<file path="src/rtl/demux_pkg.sv">
// Shared sizing and types for the 10-way, 16-bit demultiplexer.
// The select index type is shared with the mux10 side of the path.
package demux_pkg;

  localparam int DEMUX_WIDTH = 16;
  localparam int DEMUX_LANES = 10;
  localparam int DEMUX_SELW  = 4;
  localparam int DEMUX_CNTW  = 8;

  typedef logic [DEMUX_SELW-1:0] lane_idx_t;

endpackage

</file>
<file path="src/rtl/demux_lane.sv">
// Single-entry register slice for one demux output lane.
// A refill wins over a drain in the same cycle, which avoids a bubble and keeps full throughput.
module demux_lane #(
  parameter int WIDTH = demux_pkg::DEMUX_WIDTH
) (
  input  logic             clk,
  input  logic             rst,
  input  logic             wr_en,
  input  logic [WIDTH-1:0] wr_data,
  input  logic             rd_ready,
  output logic             valid,
  output logic [WIDTH-1:0] data
);

  logic             r_valid;
  logic [WIDTH-1:0] r_data;

  // The data register is not cleared on a drain, so the last word stays visible.
  always_ff @(posedge clk) begin
    if (rst) begin
      r_valid <= 1'b0;
      r_data  <= '0;
    end else if (wr_en) begin
      r_valid <= 1'b1;
      r_data  <= wr_data;
    end else if (r_valid && rd_ready) begin
      r_valid <= 1'b0;
    end
  end

  assign valid = r_valid;
  assign data  = r_data;

endmodule

</file>
<file path="src/rtl/demux10_reg.sv">
// Registered 1-to-LANES demultiplexer with per-lane valid/ready handshakes.
// Out-of-range selects are accepted without stalling, then dropped, flagged and counted.
module demux10_reg
  import demux_pkg::*;
#(
  parameter int WIDTH = DEMUX_WIDTH,
  parameter int LANES = DEMUX_LANES,
  parameter int SELW  = DEMUX_SELW,
  parameter int CNTW  = DEMUX_CNTW
) (
  input  logic               clk,
  input  logic               rst,
  input  logic               in_valid,
  output logic               in_ready,
  input  logic [WIDTH-1:0]   in_data,
  input  logic [SELW-1:0]    in_sel,
  output logic [LANES*WIDTH-1:0] out_data,
  output logic [LANES-1:0]   out_valid,
  input  logic [LANES-1:0]   out_ready,
  output logic               err_sel,
  output logic [CNTW-1:0]    drop_count
);

  localparam logic [SELW:0]   LANES_W = (SELW+1)'(LANES);
  localparam logic [CNTW-1:0] CNT_MAX = '1;

  lane_idx_t        w_sel;
  logic             w_inRange;
  logic             w_accept;
  logic [LANES-1:0] w_selOneHot;
  logic [LANES-1:0] w_laneOpen;
  logic [LANES-1:0] w_wrEn;
  logic             w_dropAccept;

  logic             r_errSel;
  logic [CNTW-1:0]  r_dropCount;

  assign w_sel     = lane_idx_t'(in_sel);
  assign w_inRange = ({1'b0, in_sel} < LANES_W);

  // A lane is open when empty or draining this cycle; this is the out_ready -> in_ready path.
  always_comb begin
    w_selOneHot = '0;
    w_laneOpen  = '0;
    for (int i = 0; i < LANES; i++) begin
      w_selOneHot[i] = (w_sel == lane_idx_t'(i));
      w_laneOpen[i]  = !out_valid[i] || out_ready[i];
    end
  end

  assign in_ready     = w_inRange ? |(w_selOneHot & w_laneOpen) : 1'b1;
  assign w_accept     = in_valid && in_ready;
  assign w_wrEn       = (w_accept && w_inRange) ? w_selOneHot : '0;
  assign w_dropAccept = w_accept && !w_inRange;

  for (genvar g = 0; g < LANES; g++) begin : g_lane
    demux_lane #(
      .WIDTH(WIDTH)
    ) u_lane (
      .clk     (clk),
      .rst     (rst),
      .wr_en   (w_wrEn[g]),
      .wr_data (in_data),
      .rd_ready(out_ready[g]),
      .valid   (out_valid[g]),
      .data    (out_data[g*WIDTH +: WIDTH])
    );
  end

  // The drop counter saturates rather than wrapping so a flood of bad selects stays visible.
  always_ff @(posedge clk) begin
    if (rst) begin
      r_errSel    <= 1'b0;
      r_dropCount <= '0;
    end else begin
      r_errSel <= w_dropAccept;
      if (w_dropAccept && (r_dropCount != CNT_MAX)) begin
        r_dropCount <= r_dropCount + 1'b1;
      end
    end
  end

  assign err_sel    = r_errSel;
  assign drop_count = r_dropCount;

endmodule

</file>
<file path="config.mk">
export PLATFORM = sky130hd
export DESIGN_NAME = demux10_reg
export DESIGN_NICKNAME = d
export VERILOG_FILES = /design/src/rtl/demux_pkg.sv /design/src/rtl/demux_lane.sv /design/src/rtl/demux10_reg.sv
export SDC_FILE = /design/constraint.sdc
export NUM_CORES = 1
export LEC_CHECK = 0
export ABC_CLOCK_PERIOD_IN_PS = 5450
export CAP_MARGIN = 20
export CORE_ASPECT_RATIO = 1.1
export CORE_MARGIN = 2
export CORE_UTILIZATION = 51
export DETAILED_ROUTE_END_ITERATION = 10
export PLACE_DENSITY = 0.94
export SLEW_MARGIN = 20
export SYNTH_ARGS = -nofsm -noshare
export SYNTH_HDL_FRONTEND = slang
export SYNTH_SLANG_ARGS = --single-unit
</file>
<file path="constraint.sdc">
create_clock -name clk -period 5.45 [get_ports clk]
set_input_delay 0.8175 -clock clk [delete_from_list [all_inputs] [get_ports clk]]
set_output_delay 0.8175 -clock clk [all_outputs]
set_load 0.03 [all_outputs]
</file>
Word level (Yosys, flattened, before mapping). Cells that the tools add are included.

Bits in registers: 179. Input bits: 33.

$add $sub $neg: 1. Order comparisons: 1. Equality and inequality tests: 10. Mux-type cells: 22. Bitwise logic cells: 1. Reductions and logical operators: 47.

Operators with widths (count): 1-bit two-way mux (21); 2-bit nonzero test (10); 4-bit by 3-bit equality test with 1-bit output, second input constant (4); 1-bit logical AND (14); 1-bit zero test (11); 10-bit AND (1); 1-bit logical OR (10); 10-bit two-way mux (1); 10-bit OR reduction (1); 8-bit by 1-bit adder with 8-bit output, second input constant (1); 4-bit by 2-bit equality test with 1-bit output, second input constant (2); 4-bit equality test, second input constant (2); 8-bit inequality test, second input constant (1); 4-bit by 1-bit equality test with 1-bit output, second input constant (1); 4-bit zero test (1); 4-bit less-than comparator, second input constant (1).

Depth between registers and ports, before layout. Gate-level depths: netlist (run 1).

Depth after elaboration: 9. Gate-level depth with buffers: 9. Depth with buffers taken out: 6.

Cells and area by module. A second synthesis (run 1) with hierarchy kept.

Cell total of the unflattened synthesis: 651. Area total of the unflattened synthesis: 6936.7 um^2.

By module, submodules not included: demux_lane (times used 10, cells each 56, area each 616.8 um^2, seq. area each 340.3 um^2); demux10_reg (times used 1, cells each 91, area each 768.2 um^2, seq. area each 180.2 um^2).

Least setup slack after synthesis (run 1). OpenSTA, ideal clock, no wires.

Kind: input port to output port. From: input port in_sel[0]. To: output port in_ready. Arrival time: 1902 ps. Setup slack: 2731 ps. Cell stages on the path: 5. Path buffers: 1. Cells stage by stage: and2_4 a22o_1 a32oi_2 o2111ai_1 buf_2.

Word-level cells in the longest chain between the ends: 4.

Ends and longest elaborated chain: start, declared (line demux10_reg.sv:16) `input logic [SELW-1:0] in_sel,`; 4-bit by 1-bit equality test with 1-bit output, or another cell as far along (line demux10_reg.sv:46) `w_selOneHot[i] = (w_sel == lane_idx_t'(i));`; 10-bit AND (line demux10_reg.sv:51) `assign in_ready = w_inRange ? |(w_selOneHot & w_laneOpen) : 1'b1;`; 10-bit OR reduction (line demux10_reg.sv:51); 1-bit two-way mux * (line demux10_reg.sv:51); end, declared (line demux10_reg.sv:14) `output logic in_ready,`.

Every way passes the cells marked *; elsewhere a longest branch is shown, timed or not.

Worst setup path in the final report (run 1). Ends and elaborated chain as after synthesis.

==> results of run 1 <==
## final timing paths
kind	from	depth (start not counted)	slack (ps)	end
worst max-delay path	in_sel[0]	6	1070	in_ready
worst min-delay path	g_lane[3].u_lane.data[10]	2	470	g_lane[3].u_lane.data[10]
worst max register to register	g_lane[1].u_lane.valid	7	2640	g_lane[2].u_lane.data[0]
worst min register to register	g_lane[3].u_lane.data[10]	2	470	g_lane[3].u_lane.data[10]
## sequential cells by signal, summed over array words and instances (netlist names)
signal / flops
drop_count: 8
err_sel: 1
g_lane.u_lane.data: 160
g_lane.u_lane.valid: 10
## worst max-delay path: cells and delay by family
kind | cells | cell delay, ps
buffers and inverters | 2 | 1460
AO/OA/AOI/OAI | 3 | 970
AND/OR/NAND/NOR | 1 | 310
## Yosys cell counts, drive strengths merged (2+ instances only)
master,count
xor2,4
and4,2
a21oi,12
inv,3
clkbuf,22
buf,46
nand2b,152
mux2i,162
or3,2
nor2,43
nand2,6
a2111oi,2
and3,2
dfxtp,179
o21ai,3
nand4,11
nor2b,3
## cell families after synthesis
group / Yosys count / share of synthesized area, %
mux: 162 / 22.7
simple gates: 226 / 18.2
xor+xnor: 5 / 0.612
buf+inv: 71 / 5.42
compound gates: 25 / 2.82
flops: 179 / 50.1
fa+ha+maj: 1 / 0.175
## metrics by stage
step                hold WS (ps)  util [%]
finish                       473      71.2
floorplan                    462         -
global placement             456      66.9
CTS                          477      71.2
global route                 492      71.2
detailed placement           464      66.9
## where the power goes
| group | switching [mW] | internal (mW) |
|---|---|---|
| clock | 0.485 | 0.709 |
| sequential | 0.00922 | 1.32 |
| combinational | 0.118 | 0.0885 |
| total | 0.612 | 2.12 |
## layer usage
metal	vias to the layer above	GRT usage (%)	share of wire, %	wire length (um)
met5	-	0	0	0
met4	0	12.2	3.0	548
met3	45	8.32	6.6	1220
met2	178	39.8	47	8770
met1	2517	30.4	43	7970
li1	2551	-	-	-
## layout make-up
class,count,share of cell area (%)
Multi-Input combinational cell,419,32.5
Inverter,3,0.115
Timing Repair Buffer,221,22.4
Tap cell,188,2.41
Clock buffer,23,4.89
Clock inverter,8,1.05
Sequential cell,179,36.6
==> impl_metrics.tcl, run 1 <==
set metrics [dict create \
    slew_violations 0 \
    peakVddDrop_uv 157 \
    cp_max_fo 11 \
    total_power_mw 2.73 \
    drive_above_1_share_pct 5.04 \
    cts.sinks 179 \
    holdCritPathClass "reg -> reg" \
    dp_cells 1010 \
    placed_area_mm2 0.00920 \
    syn_avg_cell_area_um2 10.7 \
    final_common_cell "clkdlybuf4s50_1" \
    outcome "completed" \
    final_cell_area_mm2 0.00978 \
    fmax_ghz 0.228 \
    grt_pass1_wl_mm 28.4 \
    die_x_um 117 \
    clock_path_buffers 2 \
    grtUsageTotal_pct 25.1 \
    final_cell_mix "211 x clkdlybuf4s50_1, 179 x dfxtp_1, 162 x mux2i_1, 152 x nand2b_1, 43 x nor2_1" \
    ios 213 \
    yosys_warnings 0 \
    areaGrowthSynthToFinish_pct 36.7 \
    core_mm2 0.0137 \
    start_util_pct 52.1 \
    synth-seq-cells 179 \
    tightest_slew_ps 886 \
    rows 45 \
    crit_path_frequent_cell "clkdlybuf4s50_1" \
    ys_top_cells_by_area "dfxtp_1 50%, mux2i_1 23%, nand2b_1 13%" \
    hold_viol_final 0 \
    drt-pass1-iter-count 4 \
    grt_overflow_total 0 \
    clk_latency_ps 420 \
    fin_crit_ps 4380 \
    path_cells "clkdlybuf4s50_1 > nor2b_1 > a22oi_1 > o22a_1 > o2111ai_1 > clkdlybuf4s50_1" \
    multi_input_area_mm2 0.00318 \
    arrival_ps 3560 \
    routabilityCongestion 0.851 \
    fin_tns_setup_ps 0 \
    synth.distinct_cells 36 \
    antenna_cells 0 \
    cts_setup_buffers 0 \
    seq_area_mm2 0.00358 \
    synthFlopType "dfxtp_1" \
    fp.dieH_um 128 \
    antenna_left 0 \
    wire_per_inst_um 17.8 \
    stdcell_count 1041 \
    netlist_instances 669 \
    critPathRequiredTime_ps 4630 \
    cts_hold_buf 0 \
    viasPerCell 5.08 \
    synth_top_area_cell "dfxtp_1" \
    antenna_found_initial 0 \
    p_leak_nw 4.11 \
    yosysSeqAreaShare_pct 50.1 \
    max_slew_margin_pct 40.9 \
    fill_cells 997 \
    endpoint_kind "primary output" \
    place_ws_ps 1110 \
    synth-edff-count 0 \
    portBuffers 212 \
    syn_area_mm2 0.00715 \
    cp_slowest_cell "clkdlybuf4s50_1" \
    setup_viol 0 \
    vias 5291 \
    dieArea_mm2 0.0150 \
    cts_made_buffers 17 \
    synth_fp_nets 703 \
    yosysTopAreaCellShare_pct 50.1 \
    rsz0062_at_grt "no" \
    post_cts_resized 0 \
    min_period_over_period_pct 80.3 \
    nNetsFinal 875 \
    async_flop_share_pct 0 \
    clock_tree.htree_level_count 4 \
    power_density_mw_per_mm2 280 \
    critPathLaunchType "input pin" \
    clkSlewWorstSetupHoldPaths_ps 60 \
    dr.first_iter.drc_count 234 \
    maxCapViolCount 0 \
    drcViolationCount 0 \
    critical_path.max_stage_delay_ps 850 \
    grt_max_degree 116 \
    hpwl_mm 12.7 \
    finClkSkew_ps 10.6 \
    grt_pass1_vias 5324 \
    cts_tree "built" \
    wirelength_mm 18.5 \
    cts_root_buffer "clkbuf_16" \
    setup_slack_ps 1070 \
    crit_type "in -> out" \
]
Power figures use the tool's default switching activity.
==> run 2, diff against run 1 <==
ABC_CLOCK_PERIOD_IN_PS = 4200   (was 5450)
CORE_UTILIZATION = 47   (was 51)
PLACE_DENSITY = 0.88   (was 0.94)
clock period = 4.2 ns   (was 5.45 ns; I/O delays follow)
==> run 2 against run 1 <==
  * Worst setup slack got worse by 500 ps
  * Total power grew 31%
  * Clock-buffer cell count fell by 2
  * Combinational power grew 30%
  * Final area is 0.47% higher
  * Cell count rose by 1.2%
==> impl_metrics.tcl, run 2 (same netlist as run 1, synthesis figures left out) <==
set metrics [dict create \
    outcome "completed" \
    cts_tree "built" \
    peakVddDrop_uv 230 \
    antenna_left 0 \
    maxCapViolCount 0 \
    path_cells "clkdlybuf4s50_1 > and2_4 > a22o_1 > a32oi_2 > o2111ai_1 > buf_4 > clkdlybuf4s50_1" \
    clkSlewWorstSetupHoldPaths_ps 60 \
    wire_per_inst_um 17.4 \
    r2r-start "g_lane[6].u_lane.valid" \
    endpoint_kind "primary output" \
    wirelength_mm 18.3 \
    drcViolationCount 0 \
    die_x_um 122 \
    critPathLaunchType "input pin" \
    setup_slack_ps 573 \
    power.share.clock_pct 44.1 \
    p_int_mw 2.75 \
    drive_above_1_share_pct 5.71 \
    holdCritPathClass "reg -> reg" \
    setup_viol 0 \
    grt_pass1_wl_mm 28.6 \
    core_mm2 0.0150 \
    clk_latency_ps 420 \
    switching_power_uw 823 \
    cts_hold_buf 0 \
    critical_path.max_stage_delay_ps 630 \
    clock_path_buffers 2 \
    grt_pass1_vias 5236 \
    critPathLaunch "in_sel[1]" \
    hpwl_mm 12.8 \
    cts_root_buffer "clkbuf_16" \
    cts_made_buffers 17 \
    post_cts_resized 0 \
    max_slew_margin_pct 39.3 \
    crit_type "in -> out" \
    clock_tree.htree_level_count 4 \
    p_leak_nw 4.13 \
    arrival_ps 3000 \
    final_common_cell "clkdlybuf4s50_1" \
    power_density_mw_per_mm2 363 \
    cp_slowest_cell "clkdlybuf4s50_1" \
    vias 5277 \
    seqPwrFrac_pct 48.4 \
    dr.first_iter.drc_count 180 \
    critPathRequiredTime_ps 3570 \
    min_period_over_period_pct 86.4 \
    finClkSkew_ps 8.37 \
    worst_hold_startpoint "g_lane[0].u_lane.data[15]" \
    slew_violations 0 \
    grt_max_degree 111 \
    fmax_ghz 0.276 \
    tightest_slew_ps 911 \
    nNetsFinal 879 \
    antenna_found_initial 0 \
    viasPerCell 5.01 \
    hold_viol_final 0 \
    place_ws_ps 570 \
    fp.dieH_um 133 \
    combPwrFrac_pct 7.5 \
    cts_setup_buffers 0 \
    crit_path_frequent_cell "clkdlybuf4s50_1" \
    dieArea_mm2 0.0162 \
    routabilityCongestion 0.912 \
    cp_max_fo 11 \
    drt-pass1-iter-count 4 \
    final_cell_mix "211 x clkdlybuf4s50_1, 179 x dfxtp_1, 162 x mux2i_1, 152 x nand2b_1, 43 x nor2_1" \
    switching_share_pct 23.1 \
    cts.sinks 179 \
    grtUsageTotal_pct 22.9 \
    antenna_cells 0 \
    cp_num_buf_inv 3 \
    ios 213 \
    fin_crit_ps 3630 \
    start_util_pct 47.7 \
    final_cell_area_mm2 0.00982 \
    placed_area_mm2 0.00924 \
    portBuffers 212 \
    critical-path-top-delay-family "buffers and inverters" \
    fin_tns_setup_ps 0 \
    areaGrowthSynthToFinish_pct 37.4 \
    rows 47 \
    grt_overflow_total 0 \
    rsz0062_at_grt "no" \
    largest_reg_flops 160 \
]
## run 2: cell count changes in the layout (fill, tap and decap cells not counted)
cell and delta:
clkinv_4 -2, inv_6 +3, clkbuf_8 -1, clkbuf_1 -1
clkinvlp_4 +2, buf_4 +4
## run 2: path summary, 6_finish.rpt
check	to	slack (ps)	cells past startpoint
worst max-delay path	in_ready	570	7
worst min-delay path	g_lane[0].u_lane.data[15]	470	2
worst max register to register	g_lane[5].u_lane.data[13]	1900	8
worst min register to register	g_lane[0].u_lane.data[15]	470	2
## run 2: power by group through the flow
stage | Sequential (mW) | Clock [mW] | Combinational (mW)
floorplan | 1.80 | 0 | 0.125
global placement | 1.77 | 0 | 0.267
detailed placement | 1.77 | 0 | 0.269
CTS | 1.73 | 1.61 | 0.270
global route | 1.73 | 1.66 | 0.285
finish | 1.73 | 1.57 | 0.268
## run 2: worst register-to-register path: cells and delay by family (launching register included)
family                 cells  cell delay [ps]
AO/OA/AOI/OAI              2              530
AND/OR/NAND/NOR            3              630
flip-flops                 1              330
multiplexers               1              210
buffers and inverters      2              530
## run 2: per-layer routing
metal,vias up,global-route usage (%),wire [um]
met4,0,9.77,500
met2,164,36.1,8620
met1,2523,29.1,8020
met3,29,6.72,1170
li1,2561,-,-
met5,-,0,0
## run 2: layout make-up
class                   count  area, um^2
repair buffers            225        2220
well taps                 196         245
fillers                  1175        5170
multi-input cells         419        3180
inverters                   3        11.3
clock buffers              21         460
clock inverters            11         126
flip-flops and latches    179        3580
## run 2: per-stage QoR
step | hold slack, ps | total power, mW | utilization [%] | instances
global route | 490 | 3.68 | 65.5 | 1054
global placement | 457 | 2.03 | 61.6 | 1022
detailed placement | 462 | 2.04 | 61.6 | 1022
CTS | 475 | 3.60 | 65.5 | 1054
floorplan | 462 | 1.93 | - | 669
finish | 474 | 3.57 | 65.5 | 1054
==> run 3, diff against run 2 <==
CTS_CLUSTER_DIAMETER = 30   (was not set)
CTS_CLUSTER_SIZE = 30   (was not set)
==> results of run 3 <==
No change in the layout: final DEF, timing and power equal those of run 2.
